### config.mk
export PLATFORM = sky130hd
export DESIGN_NAME = mem_wb_skid_reg
export DESIGN_NICKNAME = d
export VERILOG_FILES = /design/src/rtl/mem_wb_skid_reg.sv
export SDC_FILE = /design/constraint.sdc
export NUM_CORES = 1
export LEC_CHECK = 0
export ABC_AREA = 1
export CAP_MARGIN = 10
export CORE_MARGIN = 2
export CORE_UTILIZATION = 49
export DETAILED_ROUTE_END_ITERATION = 8
export GPL_ROUTABILITY_DRIVEN = 0
export GPL_TIMING_DRIVEN = 0
export PLACE_DENSITY = 0.89
export SYNTH_ARGS = -nofsm -noshare
export SYNTH_HDL_FRONTEND = slang
export SYNTH_SLANG_ARGS = --single-unit
### constraint.sdc
create_clock -name clk -period 1.5 [get_ports clk]
set_input_delay 0.375 -clock clk [delete_from_list [all_inputs] [get_ports clk]]
set_output_delay 0.375 -clock clk [all_outputs]
set_load 0.02 [all_outputs]
### src/rtl/mem_wb_skid_reg.sv
// MEM->WB pipeline register with a one-entry skid buffer, flush and a saturating stall counter.
// Define MEM_WB_FWD_EN to add the fwd_valid/fwd_reg/fwd_data forwarding outputs.
module mem_wb_skid_reg #(
    parameter int DATA_W     = 32,
    parameter int REG_ADDR_W = 5,
    parameter int CNT_W      = 16
) (
    input  logic                  clk,
    input  logic                  reset_n,
    input  logic                  flush,
    input  logic                  in_valid,
    output logic                  in_ready,
    input  logic                  reg_write,
    input  logic                  mem_to_reg,
    input  logic [REG_ADDR_W-1:0] write_reg,
    input  logic [DATA_W-1:0]     alu_result,
    input  logic [DATA_W-1:0]     read_data,
    output logic                  out_valid,
    input  logic                  out_ready,
    output logic                  reg_write_out,
    output logic                  mem_to_reg_out,
    output logic [REG_ADDR_W-1:0] write_reg_out,
    output logic [DATA_W-1:0]     alu_res_out,
    output logic [DATA_W-1:0]     read_data_out,
    output logic [DATA_W-1:0]     wb_data,
`ifdef MEM_WB_FWD_EN
    output logic                  fwd_valid,
    output logic [REG_ADDR_W-1:0] fwd_reg,
    output logic [DATA_W-1:0]     fwd_data,
`endif
    output logic [CNT_W-1:0]      stall_cnt
);

    typedef struct packed {
        logic                  reg_write;
        logic                  mem_to_reg;
        logic [REG_ADDR_W-1:0] write_reg;
        logic [DATA_W-1:0]     alu_result;
        logic [DATA_W-1:0]     read_data;
    } beat_t;

    logic             out_valid_q, out_valid_d;
    logic             skid_valid_q, skid_valid_d;
    beat_t            out_beat_q, out_beat_d;
    beat_t            skid_beat_q, skid_beat_d;
    logic [CNT_W-1:0] stall_cnt_q, stall_cnt_d;

    beat_t in_beat;
    logic  accept;

    assign in_beat = '{reg_write:  reg_write,
                       mem_to_reg: mem_to_reg,
                       write_reg:  write_reg,
                       alu_result: alu_result,
                       read_data:  read_data};

    // in_ready is purely registered state, so out_ready never reaches it combinationally.
    assign in_ready = !skid_valid_q;
    assign accept   = in_valid && in_ready;

    always_comb begin
        out_valid_d  = out_valid_q;
        out_beat_d   = out_beat_q;
        skid_valid_d = skid_valid_q;
        skid_beat_d  = skid_beat_q;
        if (flush) begin
            out_valid_d  = 1'b0;
            skid_valid_d = 1'b0;
        end else if (!out_valid_q || out_ready) begin
            if (skid_valid_q) begin
                // Skid full implies in_ready = 0, so no beat can arrive this cycle.
                out_valid_d  = 1'b1;
                out_beat_d   = skid_beat_q;
                skid_valid_d = 1'b0;
            end else if (accept) begin
                out_valid_d = 1'b1;
                out_beat_d  = in_beat;
            end else begin
                out_valid_d = 1'b0;
            end
        end else if (accept) begin
            skid_valid_d = 1'b1;
            skid_beat_d  = in_beat;
        end
    end

    always_comb begin
        stall_cnt_d = stall_cnt_q;
        if (out_valid_q && !out_ready && (stall_cnt_q != {CNT_W{1'b1}})) begin
            stall_cnt_d = stall_cnt_q + {{(CNT_W-1){1'b0}}, 1'b1};
        end
    end

    always_ff @(posedge clk) begin
        if (!reset_n) begin
            out_valid_q  <= 1'b0;
            skid_valid_q <= 1'b0;
            out_beat_q   <= '0;
            skid_beat_q  <= '0;
            stall_cnt_q  <= '0;
        end else begin
            out_valid_q  <= out_valid_d;
            skid_valid_q <= skid_valid_d;
            out_beat_q   <= out_beat_d;
            skid_beat_q  <= skid_beat_d;
            stall_cnt_q  <= stall_cnt_d;
        end
    end

    assign out_valid      = out_valid_q;
    assign reg_write_out  = out_beat_q.reg_write;
    assign mem_to_reg_out = out_beat_q.mem_to_reg;
    assign write_reg_out  = out_beat_q.write_reg;
    assign alu_res_out    = out_beat_q.alu_result;
    assign read_data_out  = out_beat_q.read_data;
    assign wb_data        = out_beat_q.mem_to_reg ? out_beat_q.read_data : out_beat_q.alu_result;
    assign stall_cnt      = stall_cnt_q;

`ifdef MEM_WB_FWD_EN
    assign fwd_valid = out_valid_q && out_beat_q.reg_write;
    assign fwd_reg   = out_beat_q.write_reg;
    assign fwd_data  = wb_data;
`endif

endmodule
Word-level counts from Yosys, hierarchy flattened
Index checks and enable logic that the tools add are counted.

Input port bits: 76. Register bits after elaboration: 160. Output and inout port bits: 121.

Muxes and demuxes: 5. Equal/unequal tests: 1. Bitwise gates (word level): 3. Reductions and logical operators: 12. Add/subtract/negate cells: 1.

Operator list (count): 71-bit 2-to-1 mux (2); 32-bit 2-to-1 mux (1); 16-bit by 1-bit adder with 16-bit output (second input constant) (1); 16-bit inequality test (second input constant) (1); 3-bit AND reduction (2); 1-bit logical AND (3); 1-bit zero test (3); 1-bit inverter (3); 3-bit OR reduction (1); 1-bit 2-to-1 mux (2); 2-bit nonzero test (1); 2-bit OR reduction (1); 1-bit logical OR (1).

Longest topological paths before layout
Gate-level depths: netlist of the first run.

Depth in word-level cells: 4. Mapped depth: 9.

Worst setup path after synthesis of the first run
No wires, ideal clock.

Path type: reg-to-output. From: register out_beat_q, in the netlist mem_to_reg_out. To: output wb_data[10]. Path buffers: 2. Slack: -160 ps. Cell stages (with the launch flop): 5. Arrival: 1285 ps. Path through: dfxtp_1 > clkbuf_1 > clkbuf_1 > nand2_1 > o21ai_0.

Word-level cells in the longest chain between the ends: 1.

RTL lines: from (decl) (RTL line 44) `beat_t out_beat_q, out_beat_d;`; from (signal assigned) (RTL line 104) `out_beat_q <= out_beat_d;`; 32-bit 2-to-1 mux (RTL line 116) `assign wb_data = out_beat_q.mem_to_reg ? out_beat_q.read_data : out_beat_q.alu_result;`; to (decl) (RTL line 25) `output logic [DATA_W-1:0] wb_data,`.

Every way passes these cells.

Worst setup path after layout of the first run
From: register out_beat_q, in the netlist mem_to_reg_out. To: output wb_data[30].

Same word-level chain as after synthesis.

==> results.cfg, run 1 <==
[sta]
min_period_over_period_pct = 122.1
setup_tns_ps = -9558
clock.fmax_mhz = 545.9
hold_viol = 0
setup_viol = 44
period_needed_ps = 1832
slew-limit-headroom_pct = 56.88
worst_slack_ps = -332.0
skew_ps = 8.116
drv_slew = 0
rsz0062_at_grt = yes
worst_pin_slew_ps = 646.8

[clocking]
htree_levels = 4
clock-sinks = 160
cts-hold-fix-buffers = 0
cts_tree = built
clk_latency_ps = 440
cts-root-buf = clkbuf_16
cts.clk_slew.worst_paths_ps = 60
cts.path.max_buffers = 2
cts_buffers = 17

[global_routing]
grt.overflow.total = 0
grtUsageMet2_pct = 50.94
grt_start_max_net_pins = 17
grt_pass1_vias = 7555
grt_use_total_pct = 30.46
busiest_layer = met2
antenna_found_initial = 0
grt_pass1_wl_um = 38280
use_met3_pct = 5.092
gr-usage-met1_pct = 37.98

[die]
dieArea_mm2 = 0.01575
die_h_um = 125.5
start_util_pct = 49.96
fp-row-count = 44
coreArea_mm2 = 0.01448
die_x_um = 125.5
ioPinCount = 197

[pwr]
p_leak_nw = 4.661
p_per_area_mw_per_mm2 = 984.1
vdd_drop_max_mv = 0.8852

[cells_and_area]
final_nets = 1382
final_cell_mix = nand2_1 (209), dfxtp_1 (131), nor2_1 (128), o21ai_0 (113), inv_1 (106)
n_antenna_cell = 0
ff_latch_area_mm2 = 0.003242
multi_input_area_mm2 = 0.003572
layout_commonest_cell = nand2_1
area_delta_synth_final_pct = 51.38
fillCellCount = 975
layout-drive-gt1-share_pct = 26.71
stdcell_count = 1502

[place]
port_buffers = 195
place_hpwl_um = 16850
place_inst = 1437
dpl_worst_slack_ps = -673.0

[logic_synthesis]
synthAdderAreaFrac_pct = 0.1730
ys_seq_elements = 160
yosys.area_share.simple_pct = 22.90
synth_edf_count = 0
ys_warn_count = 0
synth_top_family_by_area = simple AND/OR/NAND/NOR gates
ys_seq_area_share_pct = 44.28
synth_xor_area_share_pct = 0
ys.flop_type = dfxtp_1
synth.cell_area_mm2 = 0.007233
syn_inst = 1058
synthArstFlopShare_pct = 0
yosys-mux-area-fraction_pct = 0
syn_nets = 1135
avgSynthCellArea_um2 = 6.837
synth-compound-area-share_pct = 21.47
synth.distinct_cells = 28

[drt]
vias_per_cell = 5.488
num_vias = 8243
first_iter_violations = 843
firstDrtPassIters = 5
drc = 0
totalWireLength_um = 25720
ant_nets = 0
wire_per_inst_um = 17.12

[worst_setup_path]
criticalPathCategory = reg2out
critPathCaptureType = output port
cp-start-kind = register
critPathMaxFanout = 6
required_ps = 1120
r2r_slack_ps = -50
cp.arrival_ps = 1460

[run_status]
status = finished with violations
violations = negative setup slack

[job]
max_cap_violations = 0

[worst_hold_path]
min_path_type = in2reg
-- logic make-up after synthesis --
logic type / Yosys count
adders and majority gates: 1
DFF: 160
AOI/OAI and AO/OA: 310
and+or+nand+nor: 402
buffers and inverters: 185
-- synthesized netlist by cell type, types with 4 or more instances --
cell,count,area [um2]
a21oi_1,107,535.5
buf_2,22,110.1
buf_4,11,82.58
buf_6,5,56.30
clkbuf_1,29,108.9
clkbuf_2,4,20.02
dfxtp_1,160,3203
inv_1,108,405.4
inv_2,5,18.77
nand2_1,234,878.3
nand3_1,12,60.06
nand4_1,4,25.02
nor2_1,130,488.0
nor2_2,5,31.28
o21ai_0,188,940.9
o21ai_1,14,70.07
-- flip-flops by register name, indices dropped and copies added, names as in the netlist --
| register | cells |
|---|---|
| skid_beat_q | 71 |
| out_valid | 1 |
| alu_res_out | 32 |
| reg_write_out | 1 |
| write_reg_out | 5 |
| mem_to_reg_out | 1 |
| skid_valid_q | 1 |
| read_data_out | 32 |
| stall_cnt | 16 |
-- cell type report --
cell class	instances	share of cell area [%]
inverters	114	4.114
repair inverters	1	0.05714
clock inverters	12	1.211
multi-input cells	714	32.62
well taps	184	2.103
repair buffers	227	20.34
flip-flops and latches	160	29.61
clock buffers	20	4.171
plain buffers	70	5.771
-- per-layer routing --
| metal | share of wire [%] | routed length [um] |
|---|---|---|
| met1 | 40 | 10190 |
| met2 | 49 | 12530 |
| met3 | 7.4 | 1901 |
| met4 | 4.2 | 1093 |
| met5 | 0 | 0 |
-- where the power goes --
group | internal, mW | switching, mW
Clock | 2.54 | 1.82
Sequential | 4.42 | 0.139
Combinational | 0.812 | 1.04
-- what timing repair did --
item / CTS / global route
cloned: 8 / 5
gates resized for setup: 495 / 221
buffers inserted: 6 / 15
hold endpoints to repair: 0 / 0
pin swaps: 8 / 6
endpoints found under the setup margin: 171 / 231
-- stage by stage --
stage / total power, mW / instance area (um2) / utilization (%) / hold WS, ps
after detailed placement: 6.240 / 9467 / 65.38 / 439.7
after global placement: 6.215 / 9467 / 65.38 / 432.3
after CTS: 10.60 / 10530 / 72.69 / 338.2
after floorplan: 5.396 / 7284 / - / 439.5
after global routing: 11.06 / 10950 / 75.62 / 387.0
final: 10.78 / 10950 / 75.62 / 370.7
-- worst max-delay path: stages (launching register included) --
cell and delay (ps):
dfxtp_4 370, clkbuf_16 170, clkbuf_16 170, o21ai_2 160, buf_6 150
-- path summary, 6_finish.rpt --
| path | cells past startpoint | endpoint | from |
|---|---|---|---|
| worst min register to register | 2 | write_reg_out[1] | write_reg_out[1] |
| worst max register to register | 8 | alu_res_out[19] | skid_valid_q |
| worst min-delay path | 3 | write_reg_out[4] | reset_n |
| worst max-delay path | 4 | wb_data[30] | mem_to_reg_out |
No activity file was read; power rests on OpenSTA's default activity.
==> inputs of run 2 (changes only) <==
--- a/config.mk
+++ b/config.mk
@@ -7,10 +7,9 @@
 export LEC_CHECK = 0
 export ABC_AREA = 1
 export CAP_MARGIN = 10
-export CORE_MARGIN = 2
+export CORE_MARGIN = 3
 export CORE_UTILIZATION = 49
 export DETAILED_ROUTE_END_ITERATION = 8
-export GPL_ROUTABILITY_DRIVEN = 0
 export GPL_TIMING_DRIVEN = 0
 export PLACE_DENSITY = 0.89
 export SYNTH_ARGS = -nofsm -noshare
==> run 2 against run 1 <==
Against the previous run: the run still ends with negative setup slack left; via count grew 9.4%; cell count up 0.27%; clock power increased by 8.9%; register-to-register slack got worse by 80 ps; critical endpoint is now wb_data[31]; largest cell class unchanged.
==> results.cfg, run 2 (synthesized netlist as in run 1, its figures left out) <==
[cells_and_area]
n_antenna_cell = 0
final_cell_mix = nand2_1 (203), nor2_1 (125), dfxtp_1 (125), inv_1 (106), o21ai_0 (96)
utilization_pct = 79.56
finalInstanceArea_mm2 = 0.01126
area_delta_synth_final_pct = 55.65
fillCellCount = 833
largest_reg_flops = 71
layout_commonest_cell = nand2_1
largest-register = skid_beat_q
layout-drive-gt1-share_pct = 29.41
stdcell_count = 1506
final_nets = 1390

[drt]
wire_per_inst_um = 20.70
firstDrtPassIters = 8
num_vias = 9016
first_iter_violations = 1134
vias_per_cell = 5.987
totalWireLength_um = 31170
drc = 0
ant_nets = 0

[clocking]
cts.path.max_buffers = 2
cts-root-buf = clkbuf_16
cts_tree = built
clock-sinks = 160
cts.clk_slew.worst_paths_ps = 60
htree_levels = 4
cts_buffers = 17
clk_latency_ps = 440

[die]
start_util_pct = 51.12
ioPinCount = 197
fp-row-count = 43
die_x_um = 127.5
die_h_um = 127.5
coreArea_mm2 = 0.01415
dieArea_mm2 = 0.01626

[global_routing]
grt_pass1_vias = 8103
grt_pass1_wl_um = 41960
grt_start_max_net_pins = 17
grt.overflow.total = 0
antenna_found_initial = 0
grt_use_total_pct = 32.71

[sta]
period_needed_ps = 1858
rsz0062_at_grt = yes
skew_ps = 8.073
min_period_over_period_pct = 123.9
worst_pin_slew_ps = 610.7
whs_ps = 339.7
clock.fmax_mhz = 538.2
hold_viol = 0
slew-limit-headroom_pct = 59.29
worst_slack_ps = -358.0
setup_viol = 50
drv_slew = 0

[pwr]
vdd_drop_max_mv = 0.8686
p_leak_nw = 4.876
power_mw = 11.33
p_per_area_mw_per_mm2 = 1007

[worst_setup_path]
cp.arrival_ps = 1480
critPathMaxFanout = 5
critPathCaptureType = output port
crit_top_cell = clkbuf_16
required_ps = 1120
cp-start-kind = register
worstPathCellList = clkbuf_16 -> clkbuf_16 -> nand2_4 -> o21ai_4 -> buf_6
cpPeakStageDelay_ps = 400
criticalPathCategory = reg2out
critPathSlowestCell = dfxtp_4

[run_status]
violations = negative setup slack
status = finished with violations

[place]
place.gp.congestion = 0.9147
placed_area_mm2 = 0.009462
place_inst = 1433
port_buffers = 195
place_hpwl_um = 17470

[worst_hold_path]
min_path_type = in2reg

[job]
max_cap_violations = 0
[run 2: cell count changes in the layout (fill, tap and decap cells not counted), sizes merged]
cell / previous run / this run
dlymetal6s2s: 0 / 3
clkinv: 5 / 8
buf: 111 / 126
dlygate4sd2: 7 / 3
clkdlybuf4s15: 57 / 47
inv: 117 / 113
clkbuf: 69 / 75
clkdlybuf4s50: 73 / 71
bufinv: 2 / 4
clkinvlp: 3 / 2
[run 2: routing by layer]
layer / track usage, % / vias up / part of all wire (%)
met5: 0 / - / 0
met4: 20.32 / 0 / 8.3
met3: 6.355 / 227 / 11
met2: 54.13 / 775 / 46
met1: 39.01 / 4122 / 34
li1: - / 3892 / -
[run 2: worst max-delay path, delay by kind of cell, from the launching register on]
kind            cells  cell delay [ps]
buf+inv             3              510
compound gates      1               90
simple gates        1               60
flops               1              400
[run 2: where the power goes]
part           total [mW]  internal (mW)  switching (mW)
Combinational        2.00          0.844            1.16
Sequential           4.59           4.42           0.164
Clock                4.75           2.88            1.87
[run 2: final timing paths]
kind | from | to | slack (ps) | depth (start not counted)
setup / recovery | mem_to_reg_out | wb_data[31] | -360 | 5
hold / removal | reset_n | stall_cnt[2] | 340 | 3
setup reg to reg | skid_valid_q | read_data_out[26] | -130 | 8
hold reg to reg | write_reg_out[3] | write_reg_out[3] | 450 | 2
[run 2: layout make-up]
| class | instances | area [um2] | share of cell area, % |
|---|---|---|---|
| buffer | 65 | 598.1 | 5.312 |
| clock buffer | 20 | 456.7 | 4.056 |
| clock inverter | 12 | 183.9 | 1.634 |
| inverter | 114 | 440.4 | 3.912 |
| multi-input combinational | 714 | 3730 | 33.13 |
| sequential | 160 | 3254 | 28.91 |
| tap | 180 | 225.2 | 2.000 |
| timing repair buffer | 240 | 2361 | 20.97 |
| timing repair inverter | 1 | 8.758 | 0.07780 |
[run 2: stage by stage]
| stage | TNS, ps | setup WS (ps) |
|---|---|---|
| 6_report | -10670 | -358.0 |
| 2_1_floorplan | -180.4 | -14.84 |
| 3_3_place_gp | -70880 | -586.9 |
| 5_1_grt | -12310 | -357.0 |
| 3_5_place_dp | -75450 | -585.5 |
| 4_1_cts | -9104 | -288.3 |
[run 2: timing repair]
item	in CTS	in global routing
setup endpoints to repair	179	241
gates resized for setup	538	265
pin swaps	15	16
buffers inserted	12	18
cloned	11	8
hold buffers	0	0
hold endpoints to repair	0	0
